**src/rtl/regbank_wr_16x16b_pkg.sv**
```systemverilog
// Shared constants and state encoding for the 16 x 16-bit register bank write side.
// The bank is fixed at 16 registers addressed by a 4-bit address/pointer.
package regbank_wr_16x16b_pkg;

  localparam int unsigned WIDTH = 16;  // bits per register
  localparam int unsigned NREG  = 16;  // register count (fixed)
  localparam int unsigned AW    = 4;   // address / pointer width

  typedef enum logic {
    ST_IDLE  = 1'b0,
    ST_CLEAR = 1'b1
  } state_t;

endpackage

```
**src/rtl/regbank_wr_16x16b_decoder_4_16.sv**
```systemverilog
// 4-to-16 one-hot decoder with enable; drives per-register write/clear enables.
// Ports:
//   addr    in  4   register index
//   en      in  1   decode enable; all outputs 0 when low
//   onehot  out 16  onehot[addr] = en
module decoder_4_16
  import regbank_wr_16x16b_pkg::*;
(
  input  logic [AW-1:0]   addr,
  input  logic            en,
  output logic [NREG-1:0] onehot
);

  always_comb begin
    onehot = '0;
    if (en) begin
      onehot[addr] = 1'b1;
    end
  end

endmodule

```
**src/rtl/regbank_wr_16x16b.sv**
```systemverilog
// Write side of the 16 x 16-bit register bank. Writes go to ADDR or to the
// auto-increment pointer WPTR; clr_req starts a one-register-per-cycle sweep
// that zeroes the whole bank over 16 cycles. All registers appear on REGS,
// slice i = register i, feeding input i of the read mux.
// Ports:
//   clk       in   1    rising-edge clock
//   rst       in   1    synchronous active-high reset
//   we        in   1    write request
//   ADDR      in   4    explicit write address (auto_inc=0)
//   DIN       in   16   write data
//   auto_inc  in   1    1: write at WPTR then WPTR++, 0: write at ADDR
//   clr_req   in   1    start bulk clear
//   busy      out  1    high while clearing
//   wr_ack    out  1    pulse the cycle after an accepted write
//   WPTR      out  4    auto-increment pointer
//   REGS      out  256  flat register bus
module regbank_wr_16x16b
  import regbank_wr_16x16b_pkg::*;
(
  input  logic                  clk,
  input  logic                  rst,
  input  logic                  we,
  input  logic [AW-1:0]         ADDR,
  input  logic [WIDTH-1:0]      DIN,
  input  logic                  auto_inc,
  input  logic                  clr_req,
  output logic                  busy,
  output logic                  wr_ack,
  output logic [AW-1:0]         WPTR,
  output logic [NREG*WIDTH-1:0] REGS
);

  state_t           state;
  logic [AW-1:0]    cc;
  logic [WIDTH-1:0] regs [NREG];

  logic             wr_fire;
  logic             clr_active;
  logic [AW-1:0]    wr_addr;
  logic [NREG-1:0]  wr_en;
  logic [NREG-1:0]  clr_en;

  // clr_req wins over a concurrent write; nothing is written while clearing
  assign wr_fire    = (state == ST_IDLE) && !clr_req && we;
  assign clr_active = (state == ST_CLEAR);
  assign wr_addr    = auto_inc ? WPTR : ADDR;

  decoder_4_16 u_wr_dec (
    .addr   (wr_addr),
    .en     (wr_fire),
    .onehot (wr_en)
  );

  decoder_4_16 u_clr_dec (
    .addr   (cc),
    .en     (clr_active),
    .onehot (clr_en)
  );

  // Control FSM, sweep counter and write pointer
  always_ff @(posedge clk) begin
    if (rst) begin
      state  <= ST_IDLE;
      cc     <= '0;
      WPTR   <= '0;
      busy   <= 1'b0;
      wr_ack <= 1'b0;
    end else begin
      wr_ack <= wr_fire;
      case (state)
        ST_IDLE: begin
          if (clr_req) begin
            state <= ST_CLEAR;
            cc    <= '0;
            busy  <= 1'b1;
          end else if (we && auto_inc) begin
            WPTR <= WPTR + 1'b1;
          end
        end
        ST_CLEAR: begin
          cc <= cc + 1'b1;
          if (cc == AW'(NREG - 1)) begin
            state <= ST_IDLE;
            busy  <= 1'b0;
            WPTR  <= '0;
          end
        end
        default: begin
          state <= ST_IDLE;
          busy  <= 1'b0;
        end
      endcase
    end
  end

  // Register array with per-register clear/write enables
  always_ff @(posedge clk) begin
    if (rst) begin
      for (int i = 0; i < int'(NREG); i++) begin
        regs[i] <= '0;
      end
    end else begin
      for (int i = 0; i < int'(NREG); i++) begin
        if (clr_en[i]) begin
          regs[i] <= '0;
        end else if (wr_en[i]) begin
          regs[i] <= DIN;
        end
      end
    end
  end

  for (genvar g = 0; g < int'(NREG); g++) begin : g_flat
    assign REGS[g*WIDTH +: WIDTH] = regs[g];
  end

endmodule

```
**config.mk**
```make
export PLATFORM = sky130hd
export DESIGN_NAME = regbank_wr_16x16b
export DESIGN_NICKNAME = d
export VERILOG_FILES = /design/src/rtl/regbank_wr_16x16b_pkg.sv /design/src/rtl/regbank_wr_16x16b_decoder_4_16.sv /design/src/rtl/regbank_wr_16x16b.sv
export SDC_FILE = /design/constraint.sdc
export NUM_CORES = 1
export LEC_CHECK = 0
export BUFFER_PORTS_ARGS = -buffer_cell sky130_fd_sc_hd__buf_2
export CELL_PAD_IN_SITES_DETAIL_PLACEMENT = 0
export CELL_PAD_IN_SITES_GLOBAL_PLACEMENT = 1
export CORE_AREA = 2 2 169 171
export DETAILED_ROUTE_END_ITERATION = 6
export DIE_AREA = 0 0 171 173
export PLACE_DENSITY_LB_ADDON = 0.1
export SLEW_MARGIN = 20
export SYNTH_ARGS = -nofsm -noshare
export SYNTH_HDL_FRONTEND = slang
export SYNTH_HIERARCHICAL = 1
export SYNTH_SLANG_ARGS = --single-unit
```
**constraint.sdc**
```tcl
create_clock -name clk -period 2.39 [get_ports clk]
set_clock_uncertainty 0.2 [all_clocks]
set_input_delay 0.478 -clock clk [delete_from_list [all_inputs] [get_ports clk]]
set_output_delay 0.478 -clock clk [all_outputs]
set_load 0.02 [all_outputs]
```
==> flow_summary_export.csv, run 1 <==
group,metric,value,unit
floorplanning,dieWidth,171,um
clocking,clk-insertion-delay-late,0.54,ns
global_route,grt_max_degree,24,
final_layout,synthToLayoutAreaGrowth,30.68,%
critical_path,worst-path-max-fanout,11,
critical_path,timing.critical_path.slowest_cell_delay,0.42,ns
final_layout,layout.cells.most_common_list,"286 x buf_2, 257 x and2_1, 256 x edfxtp_1, 29 x clkbuf_16, 27 x buf_12",
yosys,largest_cells_by_area_after_synthesis,"edfxtp_1 72%, and2_1 15%, dfxtp_1 2.1%",
yosys,ys_seq_elements,267,
floorplanning,die_height,173,um
yosys,yosys_warnings,6,
pwr,seq_power_share,0.512,
sta,slew_headroom,0.6232,
run_status,status,"completed",
drt,drt_first_iter_violations,439,
floorplanning,floorplan.core_area,0.02763,mm2
sta,finalMaxSlewViolations,0,
placed_design,place.gp.congestion,0.7744,
yosys,netlist.top_cell.by_area,"edfxtp_1",
yosys,netlist_area,0.01069,mm2
sta,worstMarginPinSlew,0.5645,ns
drt,wirelength,28.38,mm
sta,hold_viol,0,
final_layout,finish.instance_area,0.01397,mm2
yosys,synthArstFlopShare,0,
min_path,hold_path.class,"in2reg",
placed_design,port_buffers,286,
pwr,share_of_power_burned_in_combinational_logic,0.079,
sta,final-setup-viol-count,0,
sta,clock.fmax,475.8,MHz
critical_path,path_cells,"mux2_2, or3b_4, nor2_1, nor3b_4, buf_4, and2_1",
drt,post_drt_via_cell_ratio,4.553,
clocking,postCtsHoldBufs,0,
clocking,numClockSinks,267,
clocking,cts-buffers-inserted,29,
final_layout,nets,1039,
drt,routedWlPerCell,20.08,um
run,maxCapViolations,0,
pwr,leakage,5.889,nW
global_route,antenna_found_initial,0,
sta,final.min_clock_period,2.102,ns
clocking,clk_transition_reported_paths,0.06,ns
drt,route.antenna.remaining_nets,0,
floorplanning,initial_utilization,0.3870,
clocking,tritoncts,"built",
drt,post-route-drc-count,0,
final_layout,mostFrequentLayoutCell,"buf_2",
pwr,powerDensity,748.3,mW/mm2
clocking,cts-htree-levels,1,
yosys,synth.distinct_cells,33,
pwr,power.clock.fraction,0.409,
sta,fin_crit_sh,0.8793,
critical_path,cp.required,2.59,ns
yosys,synth-edff-count,256,
clocking,cts_max_path_buffers,3,
placed_design,dp_hpwl,19.79,mm
critical_path,slowest_cell_on_the_critical_path,"or3b_4",
placed_design,area_of_placed_instances,0.01305,mm2
floorplanning,design.die.area,0.02958,mm2
clocking,post_cts_buffers,0,
sta,setup_tns,0,ns
yosys,post_synth.cell_area_avg,15.63,um2
pwr,p_sw_frac,0.2312,
critical_path,critPathArrivalTime,2.30,ns
global_route,grt_overflow_total,0,
final_layout,antennaDiodeCount,0,
pwr,total_switching_power,2.418,mW
floorplanning,rows,61,
yosys,synthesis.nets,711,
yosys,dominantRegCellSynth,"edfxtp_1",
final_layout,layout.core_utilization,0.5058,
yosys,post-synth-top-area-fraction,0.7189,
drt,num_vias,6434,
yosys,netlist_instances,684,
sta,rsz0062_at_grt,"no",
global_route,grt_usage,0.1894,
yosys,synth.yosys.seq_area_share,0.7395,
critical_path,critPathKind,"reg2reg",
floorplanning,io-pin-count,287,
pwr,irDropWorstVdd,0.5724,mV
critical_path,timing.critical_path.from_type,"register",
pwr,cellInternalPower,8.039,mW
critical_path,worstSetupEndpointType,"register",
global_route,grt_pass1_wl,41.32,mm
final_layout,post_route_cells_drive_above_1_share,0.3923,
clocking,cts_root_buf,"clkbuf_16",
global_route,first_global_vias,6351,
drt,first_pass_detailed_route_iteration_total,5,
## synthesized netlist by cell type, drive strengths merged, types with 5 or more instances
cell    count
and2      257
edfxtp    256
nor2       27
clkbuf     22
buf        17
nor3b      17
or3        16
dfxtp      11
nor3       11
a21oi       8
nand3b      6
nand2b      5
## metrics by stage
stage / setup slack (ns) / hold WS, ns / total power [mW] / instances
floorplan: 0.02745 / 0.3734 / 5.870 / 684
global placement: -0.03466 / 0.3030 / 6.297 / 1359
detailed placement: -0.07993 / 0.2963 / 6.301 / 1359
CTS: 0.2022 / 0.1276 / 10.58 / 1413
global route: 0.1708 / 0.1721 / 10.80 / 1413
finish: 0.2885 / 0.1576 / 10.46 / 1413
## layout make-up
class	count	area, um2
repair buffers	336	2145
well taps	378	473.0
clock inverters	13	101.3
flip-flops and latches	267	7908
multi-input cells	374	2511
clock buffers	41	820.8
inverters	4	15.01
fillers	2464	13660
## timing repair
action / in CTS / in global routing
resized for setup: 0 / 1
hold endpoints to repair: 0 / 0
setup endpoints to repair: 0 / 2
## worst paths after layout
path | slack, ns | endpoint | from | cells past startpoint
min reg2reg | 0.31 | busy$_SDFFE_PP0P_ | busy$_SDFFE_PP0P_ | 2
max | 0.29 | regs[0][28]$_SDFFCE_PN0P_ | WPTR[3]$_SDFFE_PP0P_ | 6
max reg2reg | 0.29 | regs[0][28]$_SDFFCE_PN0P_ | WPTR[3]$_SDFFE_PP0P_ | 6
min | 0.16 | wr_ack$_SDFF_PP0_ | we | 3
## registers in the layout, summed over array words and instances, names as in the netlist
signal      count
WPTR            4
busy            1
cc              4
clr_active      1
regs          256
wr_ack          1
## power groups by stage
stage | registers, mW | clock network, mW | logic [mW]
2_1_floorplan | 5.69 | 0 | 0.176
3_3_place_gp | 5.45 | 0 | 0.847
3_5_place_dp | 5.45 | 0 | 0.850
4_1_cts | 5.35 | 4.37 | 0.850
5_1_grt | 5.37 | 4.55 | 0.882
6_report | 5.35 | 4.27 | 0.830
## metal layers
| metal | up-vias | track usage | part of all wire |
|---|---|---|---|
| li1 | 3056 | - | - |
| met1 | 3145 | 0.2401 | 0.41 |
| met2 | 199 | 0.3379 | 0.51 |
| met3 | 34 | 0.02838 | 0.052 |
| met4 | 0 | 0.04802 | 0.020 |
| met5 | - | 0 | 0 |
## worst max-delay path: cells and delay by family (launching register included)
| kind | cells | cell delay (ns) |
|---|---|---|
| simple gates | 4 | 0.92 |
| flops | 1 | 0.34 |
| mux | 1 | 0.31 |
| buf+inv | 1 | 0.19 |
## kinds of logic (layout without fill, tap and decap cells)
logic type / after synthesis / in the layout / synth area share
flops: 267 / 267 / 0.7395
mux: 7 / 7 / 0.007021
fa+ha+maj: 2 / 2 / 0.002340
compound gates: 14 / 14 / 0.008424
simple gates: 351 / 351 / 0.2165
buf+inv: 43 / 394 / 0.02621
No activity file was read; power rests on OpenSTA's default activity.
==> inputs of run 2 (changes only) <==
CELL_PAD_IN_SITES_DETAIL_PLACEMENT = 1   (was 0)
==> run 2 against run 1 <==
Global-route usage grew 1.5 points. Maximum frequency shrank 0.89%. Count of clock-buffer cells in the layout shrank 6. Sequential power is essentially flat. Total power grew 6.5%. Sequential share of layout area shrank 0.50 points. First-iteration DRC count shrank 5.9%. Highest routed layer unchanged.
==> flow_summary_export.csv, run 2 (synthesized netlist as in run 1, its figures left out) <==
group,metric,value,unit
critical_path,worstSetupEndpointType,"register",
final_layout,total_area_of_multi_input_combinational_cells,0.002511,mm2
sta,final.min_clock_period,2.120,ns
sta,fin_crit_sh,0.8872,
placed_design,dp_worst_setup_slack,-0.1215,ns
drt,post-route-drc-count,0,
min_path,hold_path_startpoint,"we",
clocking,numClockSinks,267,
critical_path,setup.worst_path.start,"clr_active$_SDFF_PP0_",
clocking,cts-htree-levels,1,
floorplanning,die_height,173,um
pwr,irDropWorstVdd,0.4846,mV
final_layout,layout.filler_cells,2802,
clocking,cts_root_buf,"clkbuf_16",
drt,drt_first_iter_violations,413,
pwr,share_of_power_burned_in_combinational_logic,0.075,
critical_path,critical_path.n_buffers_inverters,2,
floorplanning,dieWidth,171,um
pwr,seq_power_share,0.481,
floorplanning,floorplan.core_area,0.02763,mm2
floorplanning,io-pin-count,287,
global_route,antenna_found_initial,0,
critical_path,r2r_start,"clr_active$_SDFF_PP0_",
global_route,grt_max_degree,24,
critical_path,slowest_cell_on_the_critical_path,"or3b_4",
placed_design,dp_hpwl,21.27,mm
global_route,grt_pass1_wl,44.62,mm
final_layout,synthToLayoutAreaGrowth,31.84,%
pwr,power.clock.fraction,0.444,
clocking,clk-insertion-delay-late,0.54,ns
sta,hold_viol,0,
final_layout,nets,1039,
sta,hold-worst-slack,0.1590,ns
drt,post_drt_via_cell_ratio,4.690,
critical_path,timing.critical_path.from_type,"register",
placed_design,place.gp.congestion,0.7744,
clocking,post_cts_buffers,0,
global_route,grt_overflow_total,0,
final_layout,largest_register_ffs,256,
sta,rsz0062_at_grt,"no",
sta,setup_tns,0,ns
drt,wirelength,30.40,mm
pwr,report.power.total,11.14,mW
drt,route.antenna.remaining_nets,0,
global_route,first_global_vias,6888,
floorplanning,rows,61,
clocking,clk_transition_reported_paths,0.06,ns
run,maxCapViolations,0,
critical_path,most_used_cell_cp,"buf_4",
drt,num_vias,6622,
global_route,grt_usage,0.2040,
sta,final-setup-viol-count,0,
run_status,status,"completed",
critical_path,cp.required,2.41,ns
final_layout,sequential_cell_area,0.007908,mm2
critical_path,timing.critical_path.slowest_cell_delay,0.43,ns
clocking,cts_max_path_buffers,3,
final_layout,post_route_cells_drive_above_1_share,0.3946,
sta,clock.fmax,471.6,MHz
pwr,total_switching_power,2.505,mW
sta,slew_headroom,0.6095,
pwr,cellInternalPower,8.635,mW
final_layout,antennaDiodeCount,0,
min_path,hold_path.class,"in2reg",
sta,worstMarginPinSlew,0.5852,ns
sta,postLayoutSetupSlackWorst,0.2695,ns
critical_path,critPathArrivalTime,2.14,ns
final_layout,mostFrequentLayoutCell,"buf_2",
clocking,tritoncts,"built",
critical_path,critical-path-top-delay-family,"simple AND/OR/NAND/NOR gates",
final_layout,layout.cells.most_common_list,"286 x buf_2, 257 x and2_1, 256 x edfxtp_1, 29 x clkbuf_16, 27 x buf_12",
critical_path,critPathKind,"reg2reg",
floorplanning,design.die.area,0.02958,mm2
final_layout,top_register,"regs",
critical_path,path_cells,"buf_4, or3b_4, nor2_1, or3_1, buf_4",
drt,first_pass_detailed_route_iteration_total,4,
critical_path,worst-path-max-fanout,16,
placed_design,port_buffers,286,
final_layout,largestRegisters,"regs (256), WPTR (4), cc (4)",
clocking,cts-buffers-inserted,29,
pwr,powerDensity,790.2,mW/mm2
drt,routedWlPerCell,21.53,um
floorplanning,initial_utilization,0.3870,
sta,finalMaxSlewViolations,0,
pwr,p_sw_frac,0.2249,
pwr,leakage,5.952,nW
[run 2: area by class of cell]
class | instances | area share
timing repair buffer | 336 | 0.1521
tap | 378 | 0.03355
inverter | 4 | 0.001065
multi-input combinational | 374 | 0.1781
clock buffer | 35 | 0.05308
sequential | 267 | 0.5609
clock inverter | 18 | 0.02112
[run 2: per-stage QoR]
step | instances | area (um2) | utilization
3_3_place_gp | 1359 | 13050 | 0.4721
6_report | 1412 | 14100 | 0.5102
2_1_floorplan | 684 | 10690 | -
3_5_place_dp | 1359 | 13050 | 0.4721
4_1_cts | 1412 | 14090 | 0.5100
5_1_grt | 1412 | 14100 | 0.5102
[run 2: final timing paths]
check                              end  cells after the start  slack (ns)
max          regs[0][60]$_SDFFCE_PN0P_                      5        0.27
min                  wr_ack$_SDFF_PP0_                      3        0.16
max reg2reg  regs[0][60]$_SDFFCE_PN0P_                      5        0.27
min reg2reg          busy$_SDFFE_PP0P_                      2        0.32
[run 2: routing by layer]
metal,vias up,GRT usage,part of all wire
met2,196,0.3708,0.52
met1,3324,0.2495,0.40
li1,3056,-,-
met4,0,0.06179,0.028
met5,-,0,0
met3,46,0.02792,0.050
[run 2: repair_timing]
| action | in CTS | in global routing |
|---|---|---|
| gates resized for setup | 0 | 1 |
| endpoints found under the setup margin | 0 | 3 |
| hold buffers | 0 | 0 |
[run 2: worst register-to-register path, delay by kind of cell, from the launching register on]
kind,cells,cell delay (ns)
buffers and inverters,2,0.45
DFF,1,0.33
and+or+nand+nor,3,0.81
[run 2: power groups by stage]
| stage | Clock, mW | Sequential [mW] | Combinational (mW) |
|---|---|---|---|
| 2_1_floorplan | 0 | 5.69 | 0.176 |
| 3_3_place_gp | 0 | 5.45 | 0.847 |
| 6_report | 4.95 | 5.36 | 0.839 |
| 3_5_place_dp | 0 | 5.46 | 0.857 |
| 5_1_grt | 5.21 | 5.37 | 0.890 |
| 4_1_cts | 5.03 | 5.36 | 0.859 |
